**config.mk**
```make
export PLATFORM = sky130hd
export DESIGN_NAME = mbist_march_ctrl_flat
export DESIGN_NICKNAME = d
export VERILOG_FILES = /design/src/rtl/mbist_pkg.sv /design/src/rtl/mbist_march_ctrl_if.sv /design/src/rtl/mbist_rd_compare.sv /design/src/rtl/mbist_march_ctrl.sv /design/src/flat_wrapper.sv
export SDC_FILE = /design/constraint.sdc
export NUM_CORES = 1
export LEC_CHECK = 0
export BUFFER_PORTS_ARGS = -buffer_cell sky130_fd_sc_hd__buf_2
export CORE_MARGIN = 4
export CORE_UTILIZATION = 45
export DETAILED_ROUTE_END_ITERATION = 6
export GPL_TIMING_DRIVEN = 0
export PLACE_DENSITY = 0.73
export SYNTH_ARGS = -nofsm -noshare
export SYNTH_HDL_FRONTEND = slang
export SYNTH_HIERARCHICAL = 1
export SYNTH_SLANG_ARGS = --single-unit
```
**constraint.sdc**
```tcl
create_clock -name clk -period 7.05 [get_ports clk]
set_input_delay 0.705 -clock clk [delete_from_list [all_inputs] [get_ports clk]]
set_output_delay 0.705 -clock clk [all_outputs]
set_load 0.005 [all_outputs]
```
**src/rtl/mbist_pkg.sv**
```systemverilog
// Shared types for the March C- memory BIST controller: FSM states, element
// indices and the per-element operation table.
package mbist_pkg;

    typedef enum logic [1:0] {
        StIdle,
        StRun,
        StDrain,
        StDone
    } state_e;

    localparam logic [2:0] E0 = 3'd0;
    localparam logic [2:0] E1 = 3'd1;
    localparam logic [2:0] E2 = 3'd2;
    localparam logic [2:0] E3 = 3'd3;
    localparam logic [2:0] E4 = 3'd4;
    localparam logic [2:0] E5 = 3'd5;

    typedef struct packed {
        logic down;      // address order: 1 = CAPACITY..0
        logic rd_exp;    // expected read word, replicated across the data width
        logic wr_data;   // write word, replicated across the data width
        logic has_read;
        logic has_write;
    } elem_cfg_t;

    function automatic elem_cfg_t elem_cfg(input logic [2:0] elem);
        elem_cfg_t cfg;
        case (elem)
            E0:      cfg = '{down: 1'b0, rd_exp: 1'b0, wr_data: 1'b0, has_read: 1'b0, has_write: 1'b1};
            E1:      cfg = '{down: 1'b0, rd_exp: 1'b0, wr_data: 1'b1, has_read: 1'b1, has_write: 1'b1};
            E2:      cfg = '{down: 1'b0, rd_exp: 1'b1, wr_data: 1'b0, has_read: 1'b1, has_write: 1'b1};
            E3:      cfg = '{down: 1'b1, rd_exp: 1'b0, wr_data: 1'b1, has_read: 1'b1, has_write: 1'b1};
            E4:      cfg = '{down: 1'b1, rd_exp: 1'b1, wr_data: 1'b0, has_read: 1'b1, has_write: 1'b1};
            default: cfg = '{down: 1'b1, rd_exp: 1'b0, wr_data: 1'b0, has_read: 1'b1, has_write: 1'b0};
        endcase
        return cfg;
    endfunction

endpackage

```
**src/rtl/mbist_march_ctrl_if.sv**
```systemverilog
// Memory-side bus between the BIST controller (master) and the memory under test.
interface mbist_march_ctrl_if #(
    parameter int unsigned DATA_WIDTH = 8,
    parameter int unsigned ADDR_WIDTH = 4
);
    logic                  write_read;
    logic [ADDR_WIDTH-1:0] address;
    logic [DATA_WIDTH-1:0] wdata;
    logic [DATA_WIDTH-1:0] rdata;

    modport master (output write_read, output address, output wdata, input rdata);
    modport slave  (input write_read, input address, input wdata, output rdata);
endinterface

```
**src/rtl/mbist_rd_compare.sv**
```systemverilog
// Two-stage expected-data pipeline matching the memory read latency, with
// comparison against returned data and capture of the first mismatch only.
module mbist_rd_compare #(
    parameter int unsigned DATA_WIDTH = 8,
    parameter int unsigned ADDR_WIDTH = 4
) (
    input  logic                  clk,
    input  logic                  rst_n,
    input  logic                  clear_i,
    input  logic                  rd_valid_i,
    input  logic [DATA_WIDTH-1:0] rd_exp_i,
    input  logic [ADDR_WIDTH-1:0] rd_addr_i,
    input  logic [2:0]            rd_elem_i,
    input  logic [DATA_WIDTH-1:0] rdata_i,
    output logic                  mismatch_o,
    output logic                  seen_o,
    output logic [ADDR_WIDTH-1:0] fail_addr_o,
    output logic [2:0]            fail_elem_o,
    output logic [DATA_WIDTH-1:0] fail_data_o
);

    logic [1:0]                 vld_q, vld_d;
    logic [1:0][DATA_WIDTH-1:0] exp_q, exp_d;
    logic [1:0][ADDR_WIDTH-1:0] addr_q, addr_d;
    logic [1:0][2:0]            elem_q, elem_d;
    logic                       seen_q, seen_d;
    logic [ADDR_WIDTH-1:0]      fail_addr_q, fail_addr_d;
    logic [2:0]                 fail_elem_q, fail_elem_d;
    logic [DATA_WIDTH-1:0]      fail_data_q, fail_data_d;

    always_comb begin
        vld_d  = {vld_q[0], rd_valid_i};
        exp_d  = {exp_q[0], rd_exp_i};
        addr_d = {addr_q[0], rd_addr_i};
        elem_d = {elem_q[0], rd_elem_i};

        mismatch_o = vld_q[1] & (rdata_i != exp_q[1]);

        seen_d      = seen_q;
        fail_addr_d = fail_addr_q;
        fail_elem_d = fail_elem_q;
        fail_data_d = fail_data_q;
        if (clear_i) begin
            seen_d      = 1'b0;
            fail_addr_d = '0;
            fail_elem_d = '0;
            fail_data_d = '0;
        end else if (mismatch_o && !seen_q) begin
            seen_d      = 1'b1;
            fail_addr_d = addr_q[1];
            fail_elem_d = elem_q[1];
            fail_data_d = rdata_i;
        end
    end

    always_ff @(posedge clk) begin
        if (!rst_n) begin
            vld_q       <= '0;
            exp_q       <= '0;
            addr_q      <= '0;
            elem_q      <= '0;
            seen_q      <= 1'b0;
            fail_addr_q <= '0;
            fail_elem_q <= '0;
            fail_data_q <= '0;
        end else begin
            vld_q       <= vld_d;
            exp_q       <= exp_d;
            addr_q      <= addr_d;
            elem_q      <= elem_d;
            seen_q      <= seen_d;
            fail_addr_q <= fail_addr_d;
            fail_elem_q <= fail_elem_d;
            fail_data_q <= fail_data_d;
        end
    end

    assign seen_o      = seen_q;
    assign fail_addr_o = fail_addr_q;
    assign fail_elem_o = fail_elem_q;
    assign fail_data_o = fail_data_q;

endmodule

```
**src/rtl/mbist_march_ctrl.sv**
```systemverilog
// March C- memory BIST controller: sequences one memory op per cycle over six
// elements and reports pass/fail with first-failure address, element and data.
module mbist_march_ctrl
    import mbist_pkg::*;
#(
    parameter int unsigned DATA_WIDTH = 8,
    parameter int unsigned ADDR_WIDTH = 4,
    parameter int unsigned CAPACITY   = 15
) (
    input  logic                  clk,
    input  logic                  rst_n,
    input  logic                  start,
    output logic                  busy,
    output logic                  done,
    output logic                  pass,
    output logic                  fail,
    output logic [ADDR_WIDTH-1:0] fail_addr,
    output logic [2:0]            fail_elem,
    output logic [DATA_WIDTH-1:0] fail_data,
    mbist_march_ctrl_if.master    mem
);

    localparam logic [ADDR_WIDTH-1:0] AddrMax = ADDR_WIDTH'(CAPACITY);

    state_e                state_q, state_d;
    logic [2:0]            elem_q, elem_d;
    logic [ADDR_WIDTH-1:0] addr_q, addr_d;
    logic                  phase_q, phase_d;  // 0 = read half, 1 = write half of r/w pair
    logic                  drain_q, drain_d;

    elem_cfg_t             cur_cfg, adv_cfg, nxt_cfg;
    logic                  cur_write, last_in_addr, last_addr, last_op;
    logic [2:0]            adv_elem;
    logic [ADDR_WIDTH-1:0] adv_addr;
    logic                  adv_phase;
    logic                  start_ok, issue, run_next, nxt_write;
    logic                  mismatch, mismatch_seen;

    always_comb begin
        cur_cfg      = elem_cfg(elem_q);
        cur_write    = cur_cfg.has_write & (~cur_cfg.has_read | phase_q);
        last_in_addr = ~(cur_cfg.has_read & cur_cfg.has_write) | phase_q;
        last_addr    = cur_cfg.down ? (addr_q == '0) : (addr_q == AddrMax);
        last_op      = (elem_q == E5) & last_addr & last_in_addr;

        adv_elem  = (last_in_addr & last_addr & ~last_op) ? elem_q + 3'd1 : elem_q;
        adv_cfg   = elem_cfg(adv_elem);
        adv_addr  = addr_q;
        adv_phase = 1'b0;
        if (!last_in_addr) begin
            adv_phase = 1'b1;
        end else if (!last_addr) begin
            adv_addr = cur_cfg.down ? addr_q - ADDR_WIDTH'(1) : addr_q + ADDR_WIDTH'(1);
        end else begin
            // element boundary: restart from the new element's first address, no wrap
            adv_addr = adv_cfg.down ? AddrMax : '0;
        end
    end

    always_comb begin
        state_d  = state_q;
        elem_d   = elem_q;
        addr_d   = addr_q;
        phase_d  = phase_q;
        drain_d  = drain_q;
        start_ok = 1'b0;
        case (state_q)
            StIdle, StDone: begin
                if (start) begin
                    start_ok = 1'b1;
                    state_d  = StRun;
                    elem_d   = E0;
                    addr_d   = '0;
                    phase_d  = 1'b0;
                end
            end
            StRun: begin
                elem_d  = adv_elem;
                addr_d  = adv_addr;
                phase_d = adv_phase;
                if (last_op || mismatch) begin
                    state_d = StDrain;
                    drain_d = 1'b0;
                end
            end
            StDrain: begin
                drain_d = 1'b1;
                if (drain_q) state_d = StDone;
            end
            default: state_d = StIdle;
        endcase

        // wdata is registered once inside the memory, so present the next op's data now
        issue     = (state_q == StRun);
        run_next  = start_ok | (issue & ~last_op);
        nxt_cfg   = elem_cfg(elem_d);
        nxt_write = nxt_cfg.has_write & (~nxt_cfg.has_read | phase_d);
    end

    always_ff @(posedge clk) begin
        if (!rst_n) begin
            state_q <= StIdle;
            elem_q  <= E0;
            addr_q  <= '0;
            phase_q <= 1'b0;
            drain_q <= 1'b0;
        end else begin
            state_q <= state_d;
            elem_q  <= elem_d;
            addr_q  <= addr_d;
            phase_q <= phase_d;
            drain_q <= drain_d;
        end
    end

    assign mem.write_read = issue & cur_write;
    assign mem.address    = issue ? addr_q : '0;
    assign mem.wdata      = (run_next & nxt_write) ? {DATA_WIDTH{nxt_cfg.wr_data}} : '0;

    assign busy = (state_q == StRun) | (state_q == StDrain);
    assign done = (state_q == StDone);
    assign pass = done & ~mismatch_seen;
    assign fail = done & mismatch_seen;

    mbist_rd_compare #(
        .DATA_WIDTH (DATA_WIDTH),
        .ADDR_WIDTH (ADDR_WIDTH)
    ) u_rd_compare (
        .clk         (clk),
        .rst_n       (rst_n),
        .clear_i     (start_ok),
        .rd_valid_i  (issue & ~cur_write),
        .rd_exp_i    ({DATA_WIDTH{cur_cfg.rd_exp}}),
        .rd_addr_i   (addr_q),
        .rd_elem_i   (elem_q),
        .rdata_i     (mem.rdata),
        .mismatch_o  (mismatch),
        .seen_o      (mismatch_seen),
        .fail_addr_o (fail_addr),
        .fail_elem_o (fail_elem),
        .fail_data_o (fail_data)
    );

endmodule

```
**src/flat_wrapper.sv**
```systemverilog
// flat-port wrapper written by rule: the top's interface ports become plain ports
module mbist_march_ctrl_flat import mbist_pkg::*;
#(
    parameter int unsigned DATA_WIDTH = 8,
    parameter int unsigned ADDR_WIDTH = 4,
    parameter int unsigned CAPACITY   = 15
)
  (clk, rst_n, start, busy, done, pass, fail, fail_addr, fail_elem, fail_data, mem_write_read, mem_address, mem_wdata, mem_rdata);
  mbist_march_ctrl_if #(.DATA_WIDTH(DATA_WIDTH), .ADDR_WIDTH(ADDR_WIDTH)) mem_i ();
  input  logic clk;
  input  logic rst_n;
  input  logic start;
  output logic busy;
  output logic done;
  output logic pass;
  output logic fail;
  output logic [ADDR_WIDTH-1:0] fail_addr;
  output logic [2:0] fail_elem;
  output logic [DATA_WIDTH-1:0] fail_data;
  output wire logic [$bits(mem_i.write_read)-1:0] mem_write_read;
  output wire logic [$bits(mem_i.address)-1:0] mem_address;
  output wire logic [$bits(mem_i.wdata)-1:0] mem_wdata;
  input wire logic [$bits(mem_i.rdata)-1:0] mem_rdata;
  assign mem_write_read = mem_i.write_read;
  assign mem_address = mem_i.address;
  assign mem_wdata = mem_i.wdata;
  assign mem_i.rdata = mem_rdata;
  mbist_march_ctrl #(.DATA_WIDTH(DATA_WIDTH), .ADDR_WIDTH(ADDR_WIDTH), .CAPACITY(CAPACITY)) u_core (.clk(clk), .rst_n(rst_n), .start(start), .busy(busy), .done(done), .pass(pass), .fail(fail), .fail_addr(fail_addr), .fail_elem(fail_elem), .fail_data(fail_data), .mem(mem_i));
endmodule
```
==> impl_metrics.env <==
export IMPL_area_growth_synth_to_final_pct=20.9
export IMPL_cts_root_buf="sky130_fd_sc_hd__clkbuf_8"
export IMPL_reg2reg_depth=9
export IMPL_drive_above_1_share=0.230
export IMPL_critical_path_top_delay_family="simple AND/OR/NAND/NOR gates"
export IMPL_worst_slew_pin_transition_ns=1.03
export IMPL_cp_num_buf_inv=2
export IMPL_grt_pass1_wl_mm=8.24
export IMPL_timing_final_ws_setup_ns=2.72
export IMPL_critPathSlowestCell="sky130_fd_sc_hd__nor4_1"
export IMPL_criticalPathCategory="flip-flop to primary output"
export IMPL_floorplan_die_area_mm2=0.00711
export IMPL_remaining_design_rule_violation_count=0
export IMPL_max_slew_margin_rel=0.304
export IMPL_vdd_ir_drop_worst_uv=147
export IMPL_pwr_density_cell_mw_per_mm2=271
export IMPL_cts_max_level=3
export IMPL_setup_viol=0
export IMPL_start_util=0.470
export IMPL_hp_class="flip-flop to flip-flop"
export IMPL_placementRows=27
export IMPL_antenna_found_initial=0
export IMPL_viasPerCell=4.81
export IMPL_tritoncts_num_buffers=9
export IMPL_worst_skew_pair_late_latency_ns=0.33
export IMPL_area_of_the_multi_input_gates_mm2=0.00132
export IMPL_period_minus_slack_ns=4.33
export IMPL_cp_arrival_ns=3.62
export IMPL_critPathCaptureType="primary output"
export IMPL_drt_antenna_violating_nets=0
export IMPL_seq_area_mm2=0.00118
export IMPL_place_congestion=0.838
export IMPL_synthFlopType="sky130_fd_sc_hd__dfxtp_1"
export IMPL_status="complete, no violations"
export IMPL_setup_crit_start_kind="flip-flop"
export IMPL_cts_tree="yes"
export IMPL_wl_final_mm=4.88
export IMPL_pre_cts_slack_ns=3.02
export IMPL_die_width_um=84.3
export IMPL_netlist_area_mm2=0.00262
export IMPL_die_h_um=84.3
export IMPL_antenna_cells=0
export IMPL_count_of_flip_flops_with_a_built_in_enable_after_synthesis=0
export IMPL_rsz0062_at_grt="false"
export IMPL_fin_tns_setup_ns=0
export IMPL_routed_via_count=1940
export IMPL_floorplan_core_area_mm2=0.00557
export IMPL_yosys_warnings=6
export IMPL_post_cts_repair_setup_buffers=0
export IMPL_grt_total_usage=0.145
export IMPL_avgRoutedWirePerCell_um=12.1
export IMPL_place_hpwl_mm=3.59
export IMPL_synth_top_area_cell="sky130_fd_sc_hd__dfxtp_1"
export IMPL_avgSynthCellArea_um2=9.61
export IMPL_nets=348
export IMPL_grt_pass1_vias=1855
export IMPL_achievable_frequency_ghz=0.231
export IMPL_synth_top_cells_by_area="sky130_fd_sc_hd__dfxtp_1 (45%), sky130_fd_sc_hd__and2_1 (9.5%), sky130_fd_sc_hd__mux2i_1 (6.1%)"
export IMPL_worstPathMaxFanout=8
export IMPL_ff2ff_setup_slack_ns=4.35
export IMPL_synth_seq_area_share=0.450
export IMPL_netlist_cell_type_count=48
export IMPL_detailedRoute_firstIterationViolations=68
export IMPL_layout_cells_most_common="sky130_fd_sc_hd__dfxtp_1"
export IMPL_timing_critical_path_cells="ha_1 -> nor3_2 -> or4_4 -> a221oi_4 -> and3_1 -> a21oi_1 -> nor4_1 -> buf_4 -> buf_2"
export IMPL_synth_net_count=295
export IMPL_clock_path_buffers=2
export IMPL_count_of_pins_over_their_slew_limit=0
export IMPL_min_delay_path_depth=1
export IMPL_n_fill_cell=512
export IMPL_netlist_instances=273
export IMPL_maxCapViolCount=0
export IMPL_ys_ff_latch=59
export IMPL_cts_hold_repair_buffers=0
export IMPL_grt_overflow_total=0
export IMPL_cts_sinks=59
export IMPL_cts_clk_slew_worst_paths_ns=0.06
export IMPL_synthDominantCellAreaShare=0.450
export IMPL_hold_start="u_core/u_rd_compare/elem_d[5]$_SDFF_PN0_"
export IMPL_hold_viol=0
export IMPL_cts_repair_resized_insts=0
export IMPL_final_min_period_over_clock_period=0.614
export IMPL_most_common_layout_cells="sky130_fd_sc_hd__dfxtp_1 (59), sky130_fd_sc_hd__buf_2 (42), sky130_fd_sc_hd__and2_1 (40), sky130_fd_sc_hd__nand2_1 (40), sky130_fd_sc_hd__mux2i_1 (16)"
export IMPL_synth_async_reset_ratio=0
export IMPL_fin_skew_ns=0.00679
export IMPL_firstDrtPassIters=4
export IMPL_r2r_start="u_core/elem_q[0]$_SDFF_PN0_"
export IMPL_static_leakage_power_nw=1.42
export IMPL_placement_io_buffers=42
export IMPL_layout_core_utilization=0.569
export IMPL_maximum_number_of_pins_on_one_net_before_global_route_repair=16
export IMPL_timing_critical_path_slowest_cell_delay_ns=0.90
export IMPL_worst_hold_path_endpoint="u_core/u_rd_compare/elem_q[5]$_SDFF_PN0_"
export IMPL_timing_critical_path_required_ns=6.34
export IMPL_top_level_ports=43
export IMPL_r2r_end="u_core/addr_q[3]$_SDFFE_PN0P_"
metrics by stage:
step | total power, mW | instance area, um2 | cells | hold WS, ns
floorplan | 0.448 | 2620 | 273 | 0.412
global route | 0.903 | 3170 | 403 | 0.444
detailed placement | 0.490 | 2920 | 387 | 0.417
finish | 0.859 | 3170 | 403 | 0.430
global placement | 0.485 | 2920 | 387 | 0.416
CTS | 0.868 | 3170 | 403 | 0.431
layout make-up:
cell class                      instances  area share
Multi-Input combinational cell        190       0.415
Clock inverter                          6      0.0351
Timing Repair Buffer                   42      0.0663
Buffer                                 16      0.0296
Clock buffer                           10      0.0434
Sequential cell                        59       0.372
Inverter                                8     0.00947
Tap cell                               72      0.0284
worst max-delay path by stage:
stage                                            from            to  slack [ns]  cells past startpoint
final                     u_core/elem_q[0]$_SDFF_PN0_  mem_wdata[3]        2.72                      9
after global routing      u_core/elem_q[0]$_SDFF_PN0_  mem_wdata[7]        2.35                      9
after detailed placement  u_core/elem_q[0]$_SDFF_PN0_  mem_wdata[3]        3.02                      9
after global placement    u_core/elem_q[0]$_SDFF_PN0_  mem_wdata[4]        3.22                      9
after floorplan           u_core/elem_q[1]$_SDFF_PN0_  mem_wdata[1]        3.50                      9
after CTS                 u_core/elem_q[0]$_SDFF_PN0_  mem_wdata[3]        2.65                      9
state kept, by name, summed over array words and instances (netlist names):
signal                           flops
u_core/drain_q                       1
u_core/u_rd_compare/addr_q           4
u_core/elem_q                        3
u_core/addr_q                        4
u_core/u_rd_compare/addr_d           4
u_core/u_rd_compare/exp_d            8
u_core/u_rd_compare/fail_data_o      8
u_core/u_rd_compare/elem_q           3
u_core/u_rd_compare/fail_elem_o      3
u_core/u_rd_compare/exp_q            8
u_core/state_q                       2
u_core/u_rd_compare/fail_addr_o      4
u_core/phase_q                       1
u_core/u_rd_compare/elem_d           3
u_core/u_rd_compare/seen_o           1
u_core/u_rd_compare/vld_q            2
cells by family (layout without fill, tap and decap cells):
logic type / Yosys count / in the layout / share of synthesized area
AO/OA/AOI/OAI: 34 / 34 / 0.0997
XOR/XNOR: 10 / 10 / 0.0334
adder cells (fa/ha/maj): 11 / 11 / 0.0553
buffers and inverters: 24 / 82 / 0.0472
flip-flops: 59 / 59 / 0.450
multiplexers: 18 / 18 / 0.0711
AND/OR/NAND/NOR: 117 / 117 / 0.243
synthesized netlist by cell type, types with 2 or more instances:
cell and count:
sky130_fd_sc_hd__nand2b_1 4, sky130_fd_sc_hd__or3_1 2, sky130_fd_sc_hd__nand2_1 40, sky130_fd_sc_hd__o21ai_1 2, sky130_fd_sc_hd__mux2i_1 16, sky130_fd_sc_hd__and2_1 40
sky130_fd_sc_hd__nand4_1 2, sky130_fd_sc_hd__xor2_1 9, sky130_fd_sc_hd__dfxtp_1 59, sky130_fd_sc_hd__a21oi_1 8, sky130_fd_sc_hd__ha_1 10, sky130_fd_sc_hd__nor3_1 2
sky130_fd_sc_hd__buf_4 7, sky130_fd_sc_hd__o21ai_0 3, sky130_fd_sc_hd__a21boi_0 2, sky130_fd_sc_hd__clkbuf_1 8, sky130_fd_sc_hd__a22o_1 3, sky130_fd_sc_hd__nor2_1 5
sky130_fd_sc_hd__nor2b_1 11, sky130_fd_sc_hd__a21boi_1 2, sky130_fd_sc_hd__inv_1 8, sky130_fd_sc_hd__nor4_1 4
routing by layer:
layer,part of all wire,GRT usage
met5,0,0
met4,0.014,0.0619
met3,0.063,0.0569
met1,0.45,0.169
met2,0.48,0.237
report_power, final:
group / switching [mW] / total (mW) / internal, mW / leakage (nW)
logic: 0.0783 / 0.127 / 0.0490 / 0.818
clock network: 0.132 / 0.376 / 0.245 / 0.123
registers: 0.0117 / 0.355 / 0.343 / 0.476
total: 0.222 / 0.859 / 0.637 / 1.42
Note: power is estimated with default switching activity, not from simulation.
